--- config.mk ---
export PLATFORM = sky130hd
export DESIGN_NAME = mem_sram_stage_flat
export DESIGN_NICKNAME = d
export VERILOG_FILES = /design/src/rtl/mem_sram_stage_if.sv /design/src/rtl/mem_sram_stage.sv /design/src/flat_wrapper.sv
export SDC_FILE = /design/constraint.sdc
export NUM_CORES = 1
export LEC_CHECK = 0
export BUFFER_PORTS_ARGS = -buffer_cell sky130_fd_sc_hd__buf_2
export CORE_MARGIN = 1.5
export CORE_UTILIZATION = 45
export CTS_CLUSTER_SIZE = 16
export DETAILED_ROUTE_END_ITERATION = 6
export PLACE_DENSITY = 0.8
export SLEW_MARGIN = 0
export SYNTH_ARGS = -nofsm -noshare
export SYNTH_HDL_FRONTEND = slang
export SYNTH_SLANG_ARGS = --single-unit
--- constraint.sdc ---
create_clock -name clk -period 2.1 [get_ports clk]
set_input_delay 0.315 -clock clk [delete_from_list [all_inputs] [get_ports clk]]
set_output_delay 0.315 -clock clk [all_outputs]
set_load 0.01 [all_outputs]
--- src/rtl/mem_sram_stage_if.sv ---
// Bundle between the pipeline memory stage and the 16-bit external SRAM:
// the request/ready side toward execute plus the SRAM pin side.
interface mem_sram_stage_if;
  logic        rd_en;
  logic        wr_en;
  logic [31:0] address;
  logic [31:0] write_data;
  logic [31:0] read_data;
  logic        ready;
  logic [17:0] sram_addr;
  logic [15:0] sram_dq_out;
  logic        sram_dq_oe;
  logic [15:0] sram_dq_in;
  logic        sram_we_n;

  modport slave (
    input  rd_en, wr_en, address, write_data, sram_dq_in,
    output read_data, ready, sram_addr, sram_dq_out, sram_dq_oe, sram_we_n
  );

  modport master (
    output rd_en, wr_en, address, write_data, sram_dq_in,
    input  read_data, ready, sram_addr, sram_dq_out, sram_dq_oe, sram_we_n
  );
endinterface

--- src/rtl/mem_sram_stage.sv ---
// Pipeline memory stage: splits each 32-bit load/store into two timed
// halfword SRAM accesses and holds ready low so upstream freezes meanwhile.
module mem_sram_stage #(
  parameter int unsigned WAIT_CYCLES = 2,
  parameter logic [31:0] ADDR_BASE   = 32'd1024
) (
  input  logic           clk,
  input  logic           rst,
  mem_sram_stage_if.slave bus
);

  localparam logic [1:0] IDLE = 2'd0;
  localparam logic [1:0] LO   = 2'd1;
  localparam logic [1:0] HI   = 2'd2;
  localparam logic [1:0] DONE = 2'd3;

  localparam logic [3:0] RELOAD = 4'(WAIT_CYCLES - 1);

  logic [1:0]  state;
  logic [3:0]  count;
  logic        is_write;
  logic [16:0] word;
  logic [15:0] wdata_hi;
  logic        request;
  logic [16:0] req_word;

  assign request  = bus.rd_en | bus.wr_en;
  // Wrapping subtract; only the low 17 word bits reach the SRAM.
  assign req_word = 17'((bus.address - ADDR_BASE) >> 2);

  assign bus.ready = ((state == IDLE) & ~request) | (state == DONE);

  // SRAM pins are registered and set up on the edge entering each phase,
  // so we_n/oe/addr are stable for every cycle of LO and HI.
  always_ff @(posedge clk or negedge rst) begin
    if (!rst) begin
      state           <= IDLE;
      count           <= '0;
      is_write        <= 1'b0;
      word            <= '0;
      wdata_hi        <= '0;
      bus.read_data   <= '0;
      bus.sram_addr   <= '0;
      bus.sram_dq_out <= '0;
      bus.sram_dq_oe  <= 1'b0;
      bus.sram_we_n   <= 1'b1;
    end else begin
      case (state)
        IDLE: begin
          if (request) begin
            state           <= LO;
            count           <= RELOAD;
            is_write        <= bus.wr_en;
            word            <= req_word;
            wdata_hi        <= bus.write_data[31:16];
            bus.sram_addr   <= {req_word, 1'b0};
            bus.sram_dq_out <= bus.write_data[15:0];
            bus.sram_dq_oe  <= bus.wr_en;
            bus.sram_we_n   <= ~bus.wr_en;
          end
        end
        LO: begin
          if (count == 4'd0) begin
            if (!is_write) begin
              bus.read_data[15:0] <= bus.sram_dq_in;
            end
            state           <= HI;
            count           <= RELOAD;
            bus.sram_addr   <= {word, 1'b1};
            bus.sram_dq_out <= wdata_hi;
          end else begin
            count <= count - 4'd1;
          end
        end
        HI: begin
          if (count == 4'd0) begin
            if (!is_write) begin
              bus.read_data[31:16] <= bus.sram_dq_in;
            end
            state          <= DONE;
            bus.sram_dq_oe <= 1'b0;
            bus.sram_we_n  <= 1'b1;
          end else begin
            count <= count - 4'd1;
          end
        end
        default: begin
          state <= IDLE;
        end
      endcase
    end
  end

endmodule

--- src/flat_wrapper.sv ---
// flat-port wrapper written by rule: the top's interface ports become plain ports
module mem_sram_stage_flat 
#(
  parameter int unsigned WAIT_CYCLES = 2,
  parameter logic [31:0] ADDR_BASE   = 32'd1024
)
  (clk, rst, bus_rd_en, bus_wr_en, bus_address, bus_write_data, bus_sram_dq_in, bus_read_data, bus_ready, bus_sram_addr, bus_sram_dq_out, bus_sram_dq_oe, bus_sram_we_n);
  mem_sram_stage_if bus_i ();
  input  logic clk;
  input  logic rst;
  input wire logic [$bits(bus_i.rd_en)-1:0] bus_rd_en;
  input wire logic [$bits(bus_i.wr_en)-1:0] bus_wr_en;
  input wire logic [$bits(bus_i.address)-1:0] bus_address;
  input wire logic [$bits(bus_i.write_data)-1:0] bus_write_data;
  input wire logic [$bits(bus_i.sram_dq_in)-1:0] bus_sram_dq_in;
  output wire logic [$bits(bus_i.read_data)-1:0] bus_read_data;
  output wire logic [$bits(bus_i.ready)-1:0] bus_ready;
  output wire logic [$bits(bus_i.sram_addr)-1:0] bus_sram_addr;
  output wire logic [$bits(bus_i.sram_dq_out)-1:0] bus_sram_dq_out;
  output wire logic [$bits(bus_i.sram_dq_oe)-1:0] bus_sram_dq_oe;
  output wire logic [$bits(bus_i.sram_we_n)-1:0] bus_sram_we_n;
  assign bus_i.rd_en = bus_rd_en;
  assign bus_i.wr_en = bus_wr_en;
  assign bus_i.address = bus_address;
  assign bus_i.write_data = bus_write_data;
  assign bus_i.sram_dq_in = bus_sram_dq_in;
  assign bus_read_data = bus_i.read_data;
  assign bus_ready = bus_i.ready;
  assign bus_sram_addr = bus_i.sram_addr;
  assign bus_sram_dq_out = bus_i.sram_dq_out;
  assign bus_sram_dq_oe = bus_i.sram_dq_oe;
  assign bus_sram_we_n = bus_i.sram_we_n;
  mem_sram_stage #(.WAIT_CYCLES(WAIT_CYCLES), .ADDR_BASE(ADDR_BASE)) u_core (.clk(clk), .rst(rst), .bus(bus_i));
endmodule
==> results by stage, run 1 <==
Synthesis:
- The count of flip-flops with a built-in enable after synthesis is 0.
- For this run, asynchronously set or reset flops after synthesis account for 1.000.
- Of the total synthesized cell area, the portion taken by XOR and XNOR cells is 0.01314.
- Of the post-synthesis cell area, the part taken by muxes is 0.1981.
- For this run, the number of Yosys warnings is 0.
- The adder and majority gate portion of the synthesized area is 0.01609.
- In this run the cell area of the synthesized design comes to 4667 um2.
- After synthesis the netlist holds a flip-flop and latch count of between 100 and 150.
- The sequential element share of the synthesized area is 0.5794.
- The average cell area after synthesis is roughly 12 um2.
- Counting distinct cell types in the post-synthesis netlist gives 42.
- The predominant post-synthesis flop cell is sky130_fd_sc_hd__dfrtp_1.
- After synthesis, the largest family of logic cells by area is multiplexers.
- The simple-gate share of the synthesized area is 0.07399.
- The number of nets handed over by synthesis was about 470.
- The synthesized instance count is 378.
- The share of the synthesized area in compound gates (AO/OA/AOI/OAI) was 0.08579.

Power and ir drop:
- The largest voltage drop on the vdd net is 0.6562 mV.
- For this design the static power due to leakage is around 2.7 nW.
- Power spread over the standard cell area amounts to 1612 nW/um2.
- The proportion of total power due to net switching is 0.3878.
- For this design the total switching power over the nets is between 3 and 4 mW.
- The share of total power dissipated in the clock network is 0.136.
- Internal power comes to 5.691 mW.
- The proportion of power drawn by flip-flops and latches is 0.399.
- Of the total power, combinational logic draws 0.465.

Final layout:
- The sequential cell area in the final layout is 2704 um2.
- The multi-input gate area in the final layout is 1836 um2.
- The net total in the final layout is 610.
- The ratio of cells with drive above 1 in the final layout is 0.4571.
- Counting the fill cells in the layout gives 829.
- The post-layout instance count excluding filler cells is 658.
- Summing all non-filler instances in the final layout gives an area of just under 6000 um2.
- The relative area change from synthesis to final layout is 23.54%.
- At the end of the flow the core is filled with cells to 0.5818.
- The total inserted antenna cells is 0.

Setup path:
- The launch instance of the worst register-to-register path is u_core.count[0]$_DFFE_PN0P_.
- The kind of end point of the critical path is a flop.
- In this run the register-to-register setup slack is 0.11 ns.
- STA classifies the critical path startpoint as a flop.
- The cell depth of the worst flop-to-flop path is 6.
- The worst endpoint data arrival time is ~2.3 ns.
- The worst setup path category is flop to flop.
- The first element of the critical path is u_core.count[0]$_DFFE_PN0P_.
- The data required time at the worst endpoint is 2.36 ns.
- The largest fanout on the critical path is 16.
- The worst register-to-register path ends at u_core.bus.read_data[24]$_DFFE_PN0P_.

Routing:
- The average vias per placed instance is 5.116.
- The first routing iteration left 155 violations.
- In the final routed layout, each cell accounts on average for 14.99 um.
- The final wirelength is 9862 um.
- After detailed routing, the number of remaining DRC violations is 0.
- In this run the remaining antenna-violating nets after routing total 0.
- The number of search-and-repair iterations in the first detailed-routing pass is 4.
- The count of vias placed by the detailed router is 3366.

Global routing:
- The number of global-route vias before repair was roughly 3.4k.
- The global routing usage summed across all routing layers is 0.1864.
- The initial antenna violation count is 0.
- Entering global routing, the biggest net connects 109 pins.
- The first global-routing pass estimated 16220 um of wire.
- Global routing finished with a remaining overflow of 0.

Clock network:
- The number of buffers added by the clock tree synthesis step is 9.
- The tree built by TritonCTS fans out to 108 sinks.
- The CTS H-tree depth is 3.
- The insertion delay to the later sink of the worst-skew pair is 0.37 ns.
- The buffer type at the clock tree root is sky130_fd_sc_hd__clkbuf_8.
- Buffers inserted to repair hold after CTS numbered 0.
- The clock transition at the registers of the reported paths is 0.11 ns.
- The TritonCTS clock tree is built.
- The clock passes through at most 2 buffers.

STA:
- Of the available clock period, the critical path in the final layout requires 0.9454.
- On the final layout, the worst hold slack is -0.003400 ns.
- The maximum clock rate is between 500 and 600 MHz.
- Setup repair after global routing left no endpoint under its margin.
- The slew at the pin closest to its max-slew limit is 0.5634 ns.
- The total count of hold-check failures in the final report is 1.
- Subtracting the final worst setup slack from the clock period gives 1.985 ns.
- Headroom to the max-slew limit came out at 0.6244.
- Setup violations remaining at the end of the flow were counted as 0.
- The final number of max-transition violations is 0.
- Setup slack on the critical path of the routed design comes to 0.1147 ns.
- The final worst clock skew is 0.01326 ns.

Floorplan:
- The die span in y is 104.8 um.
- The total area inside the core boundary comes to 9910 um2.
- The floorplan step defined a die boundary enclosing 10990 um2.
- The floorplan has 36 rows.
- For this configuration, the core starts out at a cell density of 0.4710.
- 153 I/O pins were placed.
- The width of the chip is roughly 100 um.

Placed design:
- During placement, the flow inserted port buffers numbering 137.
- The worst-case setup slack after placement is -0.002432 ns.
- The HPWL reported at the end of detailed placement is 7120 um.
- Routability-driven placement finished with a final weighted congestion of roughly 0.8.
- In this run the cell area measured after placement is 5518 um2.
- Counting tap cells, the placed design contains a total of 639 instances.

Outcome:
- The run finished, with violations left.
- The checks that failed: negative hold slack.

Hold path:
- The worst hold path belongs to the class input port to async pin.

Job:
- The tool flagged a number of max-cap violations equal to 0.
logic make-up (layout without fill, tap and decap cells):
logic type               Yosys count  count (layout)
flip-flops                       108             108
multiplexers                      85              85
AND/OR/NAND/NOR                   77              77
AO/OA/AOI/OAI                     67              67
buffers and inverters             28             175
XOR/XNOR                           7               7
adder cells (fa/ha/maj)            6               6
flip-flops by register name, summed over array words and instances (netlist names):
register / flops
u_core.bus.read_data: 32
u_core.bus.sram_addr: 18
u_core.bus.sram_dq_oe: 1
u_core.bus.sram_dq_out: 16
u_core.bus.sram_we_n: 1
u_core.count: 4
u_core.is_write: 1
u_core.state: 2
u_core.wdata_hi: 16
u_core.word: 17
synth_stat cells (3+ instances only):
cell | instances | area [um2]
sky130_fd_sc_hd__buf_2 | 7 | 35.03
sky130_fd_sc_hd__nand3_1 | 5 | 25.02
sky130_fd_sc_hd__a21oi_1 | 8 | 40.04
sky130_fd_sc_hd__nand2_1 | 47 | 176.4
sky130_fd_sc_hd__nor2_1 | 11 | 41.29
sky130_fd_sc_hd__o21ai_1 | 21 | 105.1
sky130_fd_sc_hd__ha_1 | 6 | 75.07
sky130_fd_sc_hd__clkbuf_1 | 5 | 18.77
sky130_fd_sc_hd__dfrtp_1 | 107 | 2678
sky130_fd_sc_hd__o211ai_1 | 4 | 30.03
sky130_fd_sc_hd__o21ai_0 | 20 | 100.1
sky130_fd_sc_hd__mux2i_1 | 26 | 260.3
sky130_fd_sc_hd__inv_1 | 8 | 30.03
sky130_fd_sc_hd__nor2b_1 | 3 | 18.77
sky130_fd_sc_hd__mux2_2 | 59 | 664.4
sky130_fd_sc_hd__xnor2_1 | 5 | 43.79
sky130_fd_sc_hd__buf_6 | 5 | 56.30
repair_timing:
action | in CTS | in global routing
gates cloned | 0 | 0
setup buffers | 1 | 2
endpoints found under the setup margin | 2 | 31
gates resized for setup | 3 | 5
pin swaps | 0 | 0
routing by layer:
metal  GRT usage  share of wire
met5           0              0
met4     0.06849          0.015
met3     0.04991          0.065
met2      0.3123           0.49
met1      0.2311           0.43
worst max-delay path, stage by stage, from the launching register on:
cell and delay [ns]:
sky130_fd_sc_hd__dfrtp_1 0.42, sky130_fd_sc_hd__inv_1 0.07, sky130_fd_sc_hd__ha_1 0.17, sky130_fd_sc_hd__or3b_4 0.46, sky130_fd_sc_hd__nor2_4 0.12, sky130_fd_sc_hd__nand2_2 0.26, sky130_fd_sc_hd__mux2_2 0.38
placed cells by master (no fill, tap or decap), types with 2 or more instances in the layout:
cell type                  count
sky130_fd_sc_hd__dfrtp_1     107
sky130_fd_sc_hd__ha_1          4
sky130_fd_sc_hd__buf_2       136
sky130_fd_sc_hd__o21ai_0      19
sky130_fd_sc_hd__inv_2         2
sky130_fd_sc_hd__nand2_2       2
sky130_fd_sc_hd__xor2_1        2
sky130_fd_sc_hd__nand3_1       5
sky130_fd_sc_hd__nand2_1      47
sky130_fd_sc_hd__o22a_1        2
sky130_fd_sc_hd__o21bai_1      2
sky130_fd_sc_hd__o21ai_1      21
sky130_fd_sc_hd__a21oi_1       8
sky130_fd_sc_hd__mux2i_1      26
sky130_fd_sc_hd__clkbuf_8      9
sky130_fd_sc_hd__buf_12        2
sky130_fd_sc_hd__ha_2          2
sky130_fd_sc_hd__mux2_2       59
sky130_fd_sc_hd__o211ai_1      4
sky130_fd_sc_hd__inv_1         6
sky130_fd_sc_hd__buf_4        12
sky130_fd_sc_hd__clkinv_8      3
sky130_fd_sc_hd__clkinv_4      2
sky130_fd_sc_hd__nor2b_1       3
sky130_fd_sc_hd__xnor2_1       5
sky130_fd_sc_hd__or3_1         2
sky130_fd_sc_hd__inv_6         2
sky130_fd_sc_hd__o22ai_1       2
sky130_fd_sc_hd__nor2_1       10
metrics by stage:
step	power, mW	setup TNS (ns)
floorplan	6.561	0
global placement	7.786	0
detailed placement	8.034	-0.002432
CTS	9.329	0
global route	10.00	0
finish	9.295	0
cell type report:
class | count | area share
clock inverters | 7 | 0.01454
flip-flops and latches | 108 | 0.4690
repair buffers | 151 | 0.1426
multi-input cells | 242 | 0.3184
well taps | 133 | 0.02886
clock buffers | 9 | 0.02148
inverters | 8 | 0.005208
how the worst max path moves through the flow:
stage / cells past startpoint / to / slack [ns]
2_1_floorplan: 9 / u_core.bus.sram_addr[1]$_DFFE_PN0P_ / 0.19
3_3_place_gp: 6 / u_core.bus.read_data[22]$_DFFE_PN0P_ / 0.03
3_5_place_dp: 7 / u_core.bus.sram_addr[1]$_DFFE_PN0P_ / -0.002
4_1_cts: 6 / bus_ready / 0.02
5_1_grt: 7 / u_core.bus.sram_dq_out[1]$_DFFE_PN0P_ / 0.003
6_report: 6 / u_core.bus.read_data[24]$_DFFE_PN0P_ / 0.11
power by group through the flow:
stage | Combinational [mW] | Clock [mW] | Sequential, mW
5_1_grt | 4.78 | 1.40 | 3.83
2_1_floorplan | 2.59 | 0 | 3.97
6_report | 4.32 | 1.26 | 3.71
3_3_place_gp | 4.13 | 0 | 3.66
3_5_place_dp | 4.28 | 0 | 3.75
4_1_cts | 4.31 | 1.31 | 3.71
No activity file was read; power rests on OpenSTA's default activity.
==> inputs of run 2 (changes only) <==
Settings changed: MAX_ROUTING_LAYER set to met4.
==> run 2 against run 1 <==
Against the previous run: the run still ends with negative hold slack left; power barely moved; design area did not move; global-route usage rose by 0.50 points; non-clock buffer count did not move; flip-flop and latch count did not move; cell count did not move; die area did not move; via count fell by 0.12%.
==> results by stage, run 2 (same netlist as run 1, synthesis figures left out) <==
Floorplan:
- The width of the chip is 104.8 um (unchanged).
- The core area is 9910 um2 (unchanged).
- The die area is 10990 um2 (unchanged).
- The number of top-level pins is 153 (unchanged).
- The site row count is 36 (unchanged).
- The die span in y is 104.8 um (unchanged).
- The initial cell density of the core is 0.4710 (unchanged).

Outcome:
- Failing checks: negative hold slack (unchanged).
- Outcome: finished, violations left (unchanged).

Placed design:
- The final estimated routing congestion in global placement was 0.8124 (was 0.8009).
- The worst-case setup slack after placement came to -0.002432 ns (unchanged).
- The cell area after placement is 5518 um2 (unchanged).
- The count of buffers inserted at the top-level ports is 137 (unchanged).
- The HPWL reported at the end of detailed placement is 7120 um (unchanged).
- The number of placed cells counting well taps is 639 (unchanged).

Clock network:
- The clock transition at the registers of the reported paths came to 0.11 ns (about the same).
- The number of buffers added by the clock tree synthesis step is 9 (unchanged).
- The buffer type at the clock tree root is sky130_fd_sc_hd__clkbuf_8 (unchanged).
- The CTS H-tree depth is 3 (unchanged).
- The insertion delay to the later sink of the worst-skew pair came to 0.37 ns (about the same).
- The TritonCTS clock tree was built (unchanged).
- The number of buffers on the longest clock path is 2 (unchanged).
- The number of sinks driven by the clock tree came to 108 (unchanged).

Setup path:
- The launch instance of the worst register-to-register path is u_core.count[0]$_DFFE_PN0P_ (unchanged).
- The worst endpoint data arrival time is 2.24 ns (was 2.25 ns).
- The setup slack on the worst flop-to-flop path is 0.11 ns (about the same).
- The startpoint type of the worst setup path is a flop (unchanged).
- The cell depth of the worst flop-to-flop path is 6 (unchanged).
- The kind of end point of the critical path is a flop (unchanged).
- The worst setup path category is flop to flop (unchanged).
- The first element of the critical path is u_core.count[0]$_DFFE_PN0P_ (unchanged).
- The capturing element of the worst setup path is u_core.bus.read_data[24]$_DFFE_PN0P_ (unchanged).
- The capturing point of the worst reg2reg path was u_core.bus.read_data[24]$_DFFE_PN0P_ (unchanged).
- The data required time at the worst endpoint is 2.36 ns (about the same).
- The largest fanout on the critical path is 16 (unchanged).

Final layout:
- The net total in the final layout is 610 (unchanged).
- The cell area after layout is 5766 um2 (unchanged).
- The number of filler instances in the final layout was 829 (unchanged).
- The multi-input gate area in the final layout is 1836 um2 (unchanged).
- The sequential cell area in the final layout came to 2704 um2 (unchanged).
- The ratio of cells with drive above 1 in the final layout is 0.4571 (unchanged).
- The most common library cell in the layout ignoring fill and taps is sky130_fd_sc_hd__buf_2 (unchanged).
- The flip-flop count of the largest register, all copies and words added is 32 (unchanged).
- Leading cell types in the layout, fill and taps excluded: sky130_fd_sc_hd__buf_2, sky130_fd_sc_hd__dfrtp_1, sky130_fd_sc_hd__mux2_2 (unchanged).
- The relative area change from synthesis to final layout was 23.54% (unchanged).
- The register bank with the most flops is u_core.bus.read_data (unchanged).
- The post-layout instance count excluding filler cells is 658 (unchanged).
- Registers with the highest flip-flop counts: u_core.bus.read_data (32), u_core.bus.sram_addr (18), u_core.word (17) (unchanged).
- The share of the core filled with cells is 0.5818 (unchanged).
- The total inserted antenna cells is 0 (unchanged).

STA:
- The setup violation total in the final timing report came to 0 (unchanged).
- The maximum clock rate came to 503.7 MHz (about the same).
- The worst path setup slack after routing is 0.1146 ns (was 0.1147 ns).
- The total count of hold-check failures in the final report is 2 (was 1).
- The worst slack on hold paths is -0.009692 ns (was -0.003400 ns).
- The total negative setup slack is 0 ns (unchanged).
- The max-slew headroom at the worst pin is 0.6224 (was 0.6244).
- Unrepaired setup endpoints after global routing: no (unchanged).
- The final number of max-transition violations was 0 (unchanged).
- The slew at the pin closest to its max-slew limit is 0.5664 ns (was 0.5634 ns).
- The shortest clock period the worst path allows after layout was 1.985 ns (about the same).
- The final worst clock skew is 0.01191 ns (was 0.01326 ns).
- The post-route fraction of the period consumed by the critical path is 0.9454 (about the same).

Global routing:
- The wire length of the first global-routing pass is 16240 um (was 16220 um).
- The global routing usage summed across all routing layers was 0.1914 (was 0.1864).
- The pin count of the biggest net entering global routing is 109 (unchanged).
- The initial antenna violation count was 0 (unchanged).
- The leftover overflow at the end of global routing is 0 (unchanged).
- The number of global-route vias before repair is 3378 (was 3388).

Power and ir drop:
- The largest voltage drop on the vdd net is 0.6543 mV (was 0.6562 mV).
- The power per cell area was 1612 nW/um2 (about the same).
- The leakage power figure is 2.733 nW (unchanged).
- The total design power is 9.294 mW (was 9.295 mW).

Routing:
- The number of nets with antenna violations after routing is 0 (unchanged).
- The average wire length per cell after detail routing is 14.96 um (was 14.99 um).
- The average vias per placed instance came to 5.109 (was 5.116).
- The final wirelength was 9843 um (was 9862 um).
- The final routed DRC violation total came to 0 (unchanged).
- The number of search-and-repair iterations in the first detailed-routing pass is 4 (unchanged).
- The violation count after the first detailed-routing iteration came to 139 (was 155).
- The count of vias placed by the detailed router came to 3362 (was 3366).

Job:
- The max-cap violation count is 0 (unchanged).

Hold path:
- The worst min-delay path category is input port to async pin (unchanged).
run 2: worst min path at each step:
stage	start	to	slack, ns	cells after the start
after detailed placement	rst	u_core.bus.read_data[20]$_DFFE_PN0P_	0.44	2
after CTS	rst	u_core.bus.read_data[22]$_DFFE_PN0P_	0.02	2
after global placement	rst	u_core.bus.read_data[4]$_DFFE_PN0P_	0.43	2
final	rst	u_core.bus.read_data[20]$_DFFE_PN0P_	-0.01	2
after floorplan	rst	u_core.bus.read_data[0]$_DFFE_PN0P_	0.02	0
after global routing	rst	u_core.bus.read_data[31]$_DFFE_PN0P_	0.02	2
run 2: timing repair:
action                                  in CTS  in global routing
gates resized for setup                      3                  5
hold buffers                                 0                  0
endpoints found under the setup margin       2                 32
buffers inserted                             1                  2
endpoints found under the hold margin        0                  0
run 2: routing by layer:
layer | global-route usage | vias to the layer above | wire length (um)
met5 | - | - | 0
met4 | 0.06849 | 0 | 128
met3 | 0.04304 | 13 | 637
met2 | 0.3114 | 107 | 4848
met1 | 0.2352 | 1635 | 4229
li1 | - | 1607 | -
run 2: critical path: stages (launching register included):
cell and delay [ns]:
sky130_fd_sc_hd__dfrtp_1 0.42, sky130_fd_sc_hd__inv_1 0.07, sky130_fd_sc_hd__ha_1 0.17, sky130_fd_sc_hd__or3b_4 0.46, sky130_fd_sc_hd__nor2_4 0.12, sky130_fd_sc_hd__nand2_2 0.26
sky130_fd_sc_hd__mux2_2 0.38
run 2: power breakdown:
| group | leakage [nW] | switching (mW) | internal (mW) |
|---|---|---|---|
| clock network | 0.103 | 0.787 | 0.475 |
| registers | 1.29 | 0.558 | 3.15 |
| logic | 1.34 | 2.26 | 2.07 |
run 2: final cells by class:
class	count	area share
Multi-Input combinational cell	242	0.3184
Clock inverter	7	0.01454
Clock buffer	9	0.02148
Timing Repair Buffer	151	0.1426
Tap cell	133	0.02886
Sequential cell	108	0.4690
Inverter	8	0.005208
==> inputs of run 3 (changes only) <==
Settings changed: PLACE_DENSITY 0.8 to 0.83.
Clock period 2.1 ns to 1.79 ns, I/O delays scaled along.
==> run 3 against run 2 <==
Against the previous run: the run ends with negative setup slack left; global-route usage grew 2.5 points; count of clock-buffer cells in the layout is the same; utilization grew 4.1 points.
==> results by stage, run 3 (same netlist as run 1, synthesis figures left out) <==
Global routing:
- The pin count of the biggest net entering global routing is 43 (was 109).
- The leftover overflow at the end of global routing was 0 (unchanged).
- The wire length of the first global-routing pass is 18400 um (was 16240 um).
- The global routing usage summed across all routing layers is 0.2168 (was 0.1914).
- The initial antenna violation count is 0 (unchanged).
- The number of global-route vias before repair is 3695 (was 3378).

Floorplan:
- The die area came to 10990 um2 (unchanged).
- The core area is 9910 um2 (unchanged).
- The number of top-level pins is 153 (unchanged).
- The site row count is 36 (unchanged).
- The die span in y is 104.8 um (unchanged).
- The initial cell density of the core was 0.4710 (unchanged).
- The width of the chip is 104.8 um (unchanged).

Clock network:
- The number of buffers added by the clock tree synthesis step came to 9 (unchanged).
- The clock transition at the registers of the reported paths is 0.11 ns (about the same).
- The number of sinks driven by the clock tree came to 108 (unchanged).
- The TritonCTS clock tree is built (unchanged).
- The CTS H-tree depth is 3 (unchanged).
- The number of buffers on the longest clock path is 2 (unchanged).
- The buffer type at the clock tree root is sky130_fd_sc_hd__clkbuf_8 (unchanged).
- The insertion delay to the later sink of the worst-skew pair is 0.37 ns (about the same).

Final layout:
- The register bank with the most flops is u_core.bus.read_data (unchanged).
- The total inserted antenna cells is 0 (unchanged).
- The net total in the final layout is 642 (was 610).
- The flip-flop count of the largest register, all copies and words added is 32 (unchanged).
- The sequential cell area in the final layout is 2704 um2 (unchanged).
- The most common library cell in the layout ignoring fill and taps is sky130_fd_sc_hd__buf_2 (unchanged).
- The post-layout instance count excluding filler cells is 690 (was 658).
- The cell area after layout is 6172 um2 (was 5766 um2).
- The number of filler instances in the final layout is 796 (was 829).
- The ratio of cells with drive above 1 in the final layout was 0.5099 (was 0.4571).
- Registers with the highest flip-flop counts: u_core.bus.read_data (32), u_core.bus.sram_addr (18), u_core.word (17) (unchanged).
- Leading cell types in the layout, fill and taps excluded: sky130_fd_sc_hd__buf_2, sky130_fd_sc_hd__dfrtp_1, sky130_fd_sc_hd__mux2_2 (unchanged).
- The multi-input gate area in the final layout came to 1999 um2 (was 1836 um2).
- The relative area change from synthesis to final layout is 32.25% (was 23.54%).

Setup path:
- The kind of end point of the critical path is a flop (unchanged).
- The setup slack on the worst flop-to-flop path is -0.13 ns (was 0.11 ns).
- The first element of the critical path is u_core.count[0]$_DFFE_PN0P_ (unchanged).
- The worst setup path category is flop to flop (unchanged).
- The capturing point of the worst reg2reg path was u_core.bus.read_data[1]$_DFFE_PN0P_ (was u_core.bus.read_data[24]$_DFFE_PN0P_).
- The launch instance of the worst register-to-register path is u_core.count[0]$_DFFE_PN0P_ (unchanged).
- The startpoint type of the worst setup path was a flop (unchanged).
- The data required time at the worst endpoint is 2.03 ns (was 2.36 ns).
- The cell depth of the worst flop-to-flop path is 8 (was 6).
- The largest fanout on the critical path is 8 (was 16).
- The worst endpoint data arrival time was 2.16 ns (was 2.24 ns).

Placed design:
- The number of placed cells counting well taps is 653 (was 639).
- The cell area after placement was 5652 um2 (was 5518 um2).
- The count of buffers inserted at the top-level ports was 137 (unchanged).
- The HPWL reported at the end of detailed placement was 7700 um (was 7120 um).
- The final estimated routing congestion in global placement is 0.8425 (was 0.8124).

Power and ir drop:
- The power per cell area is 1934 nW/um2 (was 1612 nW/um2).
- The leakage power figure came to 2.921 nW (was 2.733 nW).
- The largest voltage drop on the vdd net was 0.9960 mV (was 0.6543 mV).

STA:
- The worst slack on hold paths is 0.1291 ns (was -0.009692 ns).
- The slew at the pin closest to its max-slew limit came to 0.4653 ns (was 0.5664 ns).
- The final worst clock skew is 0.01791 ns (was 0.01191 ns).
- Unrepaired setup endpoints after global routing: yes (was no).
- The max-slew headroom at the worst pin is 0.6892 (was 0.6224).
- The total count of hold-check failures in the final report is 0 (was 2).
- The maximum clock rate is 521.4 MHz (was 503.7 MHz).
- The total negative setup slack is -3.386 ns (was 0 ns).
- The worst path setup slack after routing was -0.1278 ns (was 0.1146 ns).
- The shortest clock period the worst path allows after layout is 1.918 ns (was 1.985 ns).
- The post-route fraction of the period consumed by the critical path is 1.071 (was 0.9454).
- The setup violation total in the final timing report was 48 (was 0).
- The final number of max-transition violations is 0 (unchanged).

Job:
- The max-cap violation count is 0 (unchanged).

Routing:
- The number of nets with antenna violations after routing is 0 (unchanged).
- The average wire length per cell after detail routing came to 16.18 um (was 14.96 um).
- The final routed DRC violation total was 0 (unchanged).
- The average vias per placed instance is 5.103 (was 5.109).
- The count of vias placed by the detailed router is 3521 (was 3362).
- The final wirelength was 11160 um (was 9843 um).
- The number of search-and-repair iterations in the first detailed-routing pass is 4 (unchanged).
- The violation count after the first detailed-routing iteration is 250 (was 139).

Hold path:
- In this run the most critical hold path is launched from bus_write_data[22].
- The worst min-delay path category is input port to flop (was input port to async pin).
- The endpoint of the worst hold-timing path is u_core.wdata_hi[6]$_DFFE_PN0P_.
- The hold path depth is 2.

Outcome:
- Outcome: finished, violations left (unchanged).
- Failing checks: negative setup slack (was negative hold slack).
==> run 3: report_power, final <==
part / internal [mW] / switching, mW / leakage [nW]
clock network: 0.530 / 0.869 / 0.0963
registers: 3.70 / 0.634 / 1.29
logic: 3.08 / 3.12 / 1.53
total: 7.31 / 4.63 / 2.92
==> run 3: timing repair <==
item	in CTS	in global routing
hold endpoints to repair	70	0
hold buffers	1	0
gates resized for setup	23	13
gates cloned	2	0
endpoints found under the setup margin	68	72
buffers inserted	8	10
pin swaps	1	11
==> run 3: critical path, cell delays in order, from the launching register on <==
cell and delay (ns):
sky130_fd_sc_hd__dfrtp_1 0.40, sky130_fd_sc_hd__inv_2 0.08, sky130_fd_sc_hd__ha_4 0.13, sky130_fd_sc_hd__or3b_4 0.39, sky130_fd_sc_hd__buf_6 0.14, sky130_fd_sc_hd__nor2_4 0.12, sky130_fd_sc_hd__buf_12 0.16, sky130_fd_sc_hd__nand2_8 0.09
sky130_fd_sc_hd__mux2_4 0.30
==> run 3: per-layer routing <==
metal	global-route usage	vias to the layer above	wire [um]
met2	0.3763	106	6043
li1	-	1662	-
met3	0.02745	14	393
met1	0.2569	1739	4534
met5	-	-	0
met4	0.08415	0	191
==> run 3: worst max-delay path by stage <==
stage / end / slack, ns
4_1_cts: u_core.bus.read_data[1]$_DFFE_PN0P_ / -0.13
3_3_place_gp: u_core.bus.read_data[22]$_DFFE_PN0P_ / -0.09
5_1_grt: u_core.bus.read_data[1]$_DFFE_PN0P_ / -0.19
3_5_place_dp: u_core.bus.sram_addr[13]$_DFFE_PN0P_ / -0.15
6_report: u_core.bus.read_data[1]$_DFFE_PN0P_ / -0.13
2_1_floorplan: u_core.bus.sram_addr[1]$_DFFE_PN0P_ / -0.07
==> run 3: metrics by stage <==
step	util	worst slack, ns	power [mW]
6_report	0.6229	-0.1278	11.94
5_1_grt	0.6229	-0.1902	12.78
4_1_cts	0.6092	-0.1286	11.65
3_5_place_dp	0.5703	-0.1535	9.725
3_3_place_gp	0.5703	-0.09312	9.391
2_1_floorplan	-	-0.07229	7.738
==> run 3: cell type report <==
type	instances	share of cell area
Clock buffer	9	0.02007
Sequential cell	108	0.4381
Multi-Input combinational cell	244	0.3239
Timing Repair Buffer	181	0.1770
Clock inverter	7	0.009122
Tap cell	133	0.02696
Inverter	8	0.004865
